--- config.mk ---
export PLATFORM = sky130hd
export DESIGN_NAME = regfile_param
export DESIGN_NICKNAME = d
export VERILOG_FILES = /design/src/rtl/regfile_param.sv
export SDC_FILE = /design/constraint.sdc
export NUM_CORES = 1
export LEC_CHECK = 0
export CAP_MARGIN = 20
export CORE_UTILIZATION = 55
export CTS_BUF_LIST = sky130_fd_sc_hd__clkbuf_8
export CTS_CLUSTER_DIAMETER = 150
export DETAILED_ROUTE_END_ITERATION = 16
export PLACE_DENSITY_LB_ADDON = 0.3
export SLEW_MARGIN = 30
export SYNTH_ARGS = -nofsm -noshare
export SYNTH_HDL_FRONTEND = slang
export SYNTH_SLANG_ARGS = --single-unit
--- constraint.sdc ---
create_clock -name clock -period 2.22 [get_ports clock]
set_input_delay 0.444 -clock clock [delete_from_list [all_inputs] [get_ports clock]]
set_output_delay 0.444 -clock clock [all_outputs]
set_load 0.03 [all_outputs]
--- src/rtl/regfile_param.sv ---
`timescale 1ns/1ps
// Parametrised register file: two combinational read ports, one write port, bulk-clear engine.
// Reads are zero-latency; a clear takes DEPTH cycles with busy high, and writes/clears are dropped meanwhile.
module regfile_param #(
    parameter int DATA_W   = 8,
    parameter int ADDR_W   = 3,
    parameter int ZERO_REG = 0,
    parameter int BYPASS   = 1
) (
    input  logic              clock,
    input  logic              reset_n,
    input  logic              regWrite,
    input  logic [ADDR_W-1:0] writeRegister,
    input  logic [DATA_W-1:0] writeData,
    input  logic [ADDR_W-1:0] readRegister1,
    input  logic [ADDR_W-1:0] readRegister2,
    output logic [DATA_W-1:0] readData1,
    output logic [DATA_W-1:0] readData2,
    input  logic              clear,
    output logic              busy
);

    localparam int DEPTH = 1 << ADDR_W;

    localparam logic [0:0] ST_IDLE  = 1'b0;
    localparam logic [0:0] ST_CLEAR = 1'b1;

    logic [0:0]        state;
    logic [ADDR_W-1:0] ptr;
    logic [DATA_W-1:0] mem [DEPTH];

    logic zero_target;
    logic write_ok;
    logic write_now;
    logic bypass_en;
    logic last_entry;

    // Entry 0 is read-only when it is hard-wired to zero.
    assign zero_target = (ZERO_REG != 0) && (writeRegister == '0);
    assign write_ok    = regWrite && !zero_target;
    assign write_now   = (state == ST_IDLE) && !clear && write_ok;
    assign bypass_en   = (BYPASS != 0) && write_now;
    assign last_entry  = (ptr == ADDR_W'(DEPTH - 1));

    assign busy = (state == ST_CLEAR);

    always_ff @(posedge clock or negedge reset_n) begin
        if (!reset_n) begin
            state <= ST_IDLE;
            ptr   <= '0;
            for (int i = 0; i < DEPTH; i++) begin
                mem[i] <= '0;
            end
        end else begin
            case (state)
                ST_IDLE: begin
                    if (clear) begin
                        state <= ST_CLEAR;
                        ptr   <= '0;
                    end else if (write_ok) begin
                        mem[writeRegister] <= writeData;
                    end
                end
                ST_CLEAR: begin
                    mem[ptr] <= '0;
                    if (last_entry) begin
                        state <= ST_IDLE;
                        ptr   <= '0;
                    end else begin
                        ptr <= ptr + 1'b1;
                    end
                end
                default: begin
                    state <= ST_IDLE;
                    ptr   <= '0;
                end
            endcase
        end
    end

    // Zero register overrides bypass, bypass overrides stored contents.
    always_comb begin
        readData1 = mem[readRegister1];
        if (bypass_en && (readRegister1 == writeRegister)) begin
            readData1 = writeData;
        end
        if ((ZERO_REG != 0) && (readRegister1 == '0)) begin
            readData1 = '0;
        end
    end

    always_comb begin
        readData2 = mem[readRegister2];
        if (bypass_en && (readRegister2 == writeRegister)) begin
            readData2 = writeData;
        end
        if ((ZERO_REG != 0) && (readRegister2 == '0)) begin
            readData2 = '0;
        end
    end

endmodule

After elaboration in Yosys (flattened, before gate mapping)
Index checks and enable logic that the tools add are counted.

cells by class
  add/subtract/negate cells = 1
  magnitude comparators = 6
  eq/ne operators = 6
  mux-type cells = 22
  bitwise gates (word level) = 7
  reduce and logical (&&, ||, !) cells = 8

operator list
  cell                                                        count
  two-way mux 64 bit                                          2
  case mux 64 bit (2 select lines)                            1
  bitwise AND 64 bit                                          1
  bitwise mux 64 bit                                          1
  two-way mux 8 bit                                           8
  inverter 64 bit                                             1
  binary-select mux 8 bit (select 3 bit)                      2
  demux 8 bit (select 3 bit)                                  2
  >= comparator 4 bit, second input constant                  4
  inverter 3 -> 4 bit                                         4
  less-than comparator 4 x 1 -> 1 bit, second input constant  2
  equality test 3 bit                                         2
  logical AND 1 bit                                           6
  two-way mux 3 bit                                           2
  != test 2 bit, second input constant                        3
  case mux 3 bit (2 select lines)                             1
  adder 3 x 1 -> 3 bit, second input constant                 1
  equality test 3 bit, second input constant                  1
  two-way mux 1 bit                                           2
  case mux 1 bit (2 select lines)                             1
  AND reduction 2 bit                                         1
  zero test 1 bit                                             1
  inverter 1 bit                                              1

word-level totals
  register bits = 68
  input port bits = 21
  output and inout bits = 17

Logic depth before layout (Yosys ltp)
  depth in word-level cells = 9
  depth in mapped cells = 5
  gate-level depth less buffers = 3

Worst setup path before layout
No wires, ideal clock.

  path kind = input-to-output
  from = input port readRegister1[1]
  to = output port readData1[0]
  data arrival time = 1.767 ns
  required time = 1.776 ns
  slack = 0.009 ns
  cell stages on the path = 4
  cell sequence = buf_2 mux4_1 mux2_2 mux2_2

on the way
  cells in the longest elaborated chain, start to end = 5

ends and longest elaborated chain
  element                                               line  RTL
  start, declared                                       15    input logic [ADDR_W-1:0] readRegister1,
  inverter 3 -> 4 bit (not written as such)             83    readData1 = mem[readRegister1];
  binary-select mux 8 bit (select 3 bit)                83
  two-way mux 8 bit (not written as such) (2 in a row)  83
  two-way mux 8 bit *                                   84    if (bypass_en && (readRegister1 == writeRegister)) begin
  end, declared                                         17    output logic [DATA_W-1:0] readData1,

Mark *: on every way between the ends. The rest lies on a longest branch, timed or not. The select of a mux whose other input is x is not followed.

Worst setup path in the final report
  from = register mem[37] (netlist name)
  to = output port readData1[5]

on the way
  cells in the longest elaborated chain, start to end = 4

ends and longest elaborated chain
  element                                               line  RTL
  start, declared                                       30    logic [DATA_W-1:0] mem [DEPTH];
  start signal, assigned by index                       61    mem[writeRegister] <= writeData;
  binary-select mux 8 bit (select 3 bit)                83
  two-way mux 8 bit (not written as such) (2 in a row)  83
  two-way mux 8 bit                                     84

No other way between the ends. The select of a mux whose other input is x is not followed.

==> results_dict.tcl <==
set metrics [dict create \
    status "finished, violations left" \
    violations "negative setup slack" \
    cp.required_ns 1.78 \
    fmax_mhz 404 \
    dp_slack_ns -1.09 \
    r2r-start "busy" \
    wirelength_um 14300 \
    reg2reg_to "mem[0]" \
    period_share_pct 111 \
    grt_max_degree 69 \
    yosys_register_bits 68 \
    worstPathMaxFanout 3 \
    setup_ws_ns -0.255 \
    hpwl_um 7950 \
    synthTopCellsByArea "dfrtp_1 43%, mux4_1 18%, a22o_1 14%" \
    power_leakage_nw 2.80 \
    clk_path_buf_depth 2 \
    rows 30 \
    r2r_cells 4 \
    finalPower_mw 4.35 \
    utilization_pct 82.1 \
    fp.dieArea_um2 7610 \
    netlist.area_leader.share_pct 42.6 \
    clock_latency_ns 0.37 \
    arrival_ns 2.03 \
    power_density_nw_per_um2 768 \
    ys_top_cells_by_count "68 x dfrtp_1, 66 x a22o_1, 29 x mux2_2" \
    finalHoldViolations 0 \
    cap_violations 0 \
    finClkSkew_ns 0.00769 \
    drc 0 \
    ir_drop_uv 788 \
    start_util_pct 57.8 \
    netSwitchingFraction_pct 36.6 \
    grt-ovfl-total 0 \
    dieHeight_um 87.2 \
    finalCriticalPeriod_ns 2.47 \
    wl_per_cell_um 27.0 \
    drt_iter0_drc 312 \
    final_area_um2 5670 \
    synth_area_um2 3990 \
    setup_violations 16 \
    ios 38 \
    syn_nets 293 \
    antenna_left 0 \
    async_reset_ff_share_pct 100 \
    antennaDiodeCount 0 \
    nets 450 \
    synthFlopType "dfrtp_1" \
    worstMarginPinSlew_ns 1.09 \
    worstSetupPathType "flop to primary output" \
    gp_congestion 0.882 \
    viasPerCell 6.69 \
    cts_buffers 9 \
    synth_edf_count 0 \
    grt.total_usage_pct 40.8 \
    cts.clk_slew.worst_paths_ns 0.08 \
    port_buffers 37 \
    internal-power_mw 2.76 \
    pwr-share-clk_pct 22.6 \
    post_route_cells_drive_above_1_share_pct 56.0 \
    max_slew_margin_pct 27.4 \
    first_pass_iters 5 \
    fin_cells 528 \
    reg2reg_setup_slack_ns 0.19 \
    synth_cells 270 \
    place_inst 477 \
    fillers 390 \
    cpMaxStageDelayCell "mux4_2" \
    root_buffer "clkbuf_8" \
    grt_pass1_vias 3817 \
    rsz0062_at_grt "true" \
    synthToLayoutAreaGrowth_pct 42.0 \
    yosysWarnings 0 \
    cts_max_level 3 \
    synth_largest_area_cell "dfrtp_1" \
    placed_area_um2 5110 \
    comb_power_share_pct 39.3 \
    cpPeakStageDelay_ns 0.51 \
    crit_path_frequent_cell "mux2_4" \
    coreArea_um2 6910 \
    grt_pass1_wl_um 21500 \
    ys_seq_area_share_pct 42.6 \
    cts.sinks 68 \
    syn_area_per_cell_um2 14.8 \
    synth_most_common_cell "dfrtp_1" \
    vias 3533 \
    start_kind "flop" \
    die_w_um 87.2 \
    grt_antenna_before_repair 0 \
    switching_power_mw 1.59 \
    path_cells "mux4_2, mux2_4, mux2_4, buf_6" \
    slew_viol_final 0 \
    p_seq_share_pct 38.1 \
    end_kind "primary output" \
    cts_tree "done" \
    hold_path.class "input pin to asynchronous set/reset pin" \
    yosys.cell_types.count 33 \
]
==> worst max-delay path, delay by kind of cell (launching register included) <==
family   cells  cell delay [ns]
flops        1             0.45
buf+inv      1             0.14
mux          3             1.08
==> timing repair <==
action	4_1_cts	5_1_grt
setup buffers	23	9
gates resized for setup	202	7
endpoints found under the setup margin	16	16
hold buffers	0	0
pin swaps	2	2
cloned	2	0
==> stage by stage <==
step,TNS [ns],hold slack (ns)
6_report,-3.06,0.0880
3_3_place_gp,-21.03,0.490
4_1_cts,-2.53,0.103
5_1_grt,-3.54,0.110
3_5_place_dp,-23.64,0.495
2_1_floorplan,0,0.148
==> metal layers <==
metal | track usage (%) | routed length (µm) | vias up
met1 | 49.3 | 5010 | 1749
met2 | 64.2 | 6870 | 275
met5 | 0 | 0 | -
met3 | 10.9 | 1430 | 85
met4 | 28.2 | 955 | 0
li1 | - | - | 1424
==> placed cells by master, fill, tap and decap left out, types with 3 or more instances in the layout <==
master,count
dlymetal6s2s_1,3
clkdlybuf4s50_1,9
buf_12,4
xnor2_1,4
and4b_1,3
mux4_2,32
buf_2,3
mux2_4,32
buf_4,117
dlygate4sd2_1,4
buf_6,26
clkinvlp_4,3
nor2_2,3
clkbuf_8,9
dfrtp_1,68
a21oi_1,6
a22o_1,66
nor2_1,5
==> state kept, by name, summed over array words and instances, names as in the netlist <==
register and cells:
busy 1, mem 64, ptr 3
==> layout make-up <==
class,count,area (µm²),share of cell area [%]
timing repair buffer,168,1480,26.2
inverter,1,3.75,0.0662
clock buffer,9,124,2.18
multi-input combinational,179,2180,38.4
sequential,68,1700,30.0
clock inverter,7,60.1,1.06
tap,96,120,2.12
==> logic make-up (layout without fill, tap and decap cells) <==
group | Yosys count | after routing | share of synthesized area [%]
buf+inv | 23 | 185 | 3.63
mux | 65 | 65 | 30.4
flops | 68 | 68 | 42.6
xor+xnor | 6 | 6 | 1.32
compound gates | 75 | 75 | 15.8
simple gates | 31 | 31 | 5.67
fa+ha+maj | 2 | 2 | 0.626
==> power by group through the flow <==
stage	sequential (mW)	clock, mW	combinational [mW]
floorplan	1.58	0	0.818
global placement	1.62	0	1.39
detailed placement	1.64	0	1.44
CTS	1.62	0.978	1.61
global route	1.68	1.04	1.80
finish	1.66	0.982	1.71
==> worst max path at each step <==
stage | from | end | slack, ns | depth (start not counted)
6_report | mem[37] | readData1[5] | -0.25 | 4
5_1_grt | mem[37] | readData1[5] | -0.26 | 4
4_1_cts | mem[36] | readData1[4] | -0.19 | 4
3_5_place_dp | readRegister2[0] | readData2[3] | -1.09 | 6
3_3_place_gp | readRegister2[0] | readData2[0] | -1.06 | 6
2_1_floorplan | readRegister1[1] | readData1[0] | 0.009 | 4
Note: power is estimated with default switching activity, not from simulation.
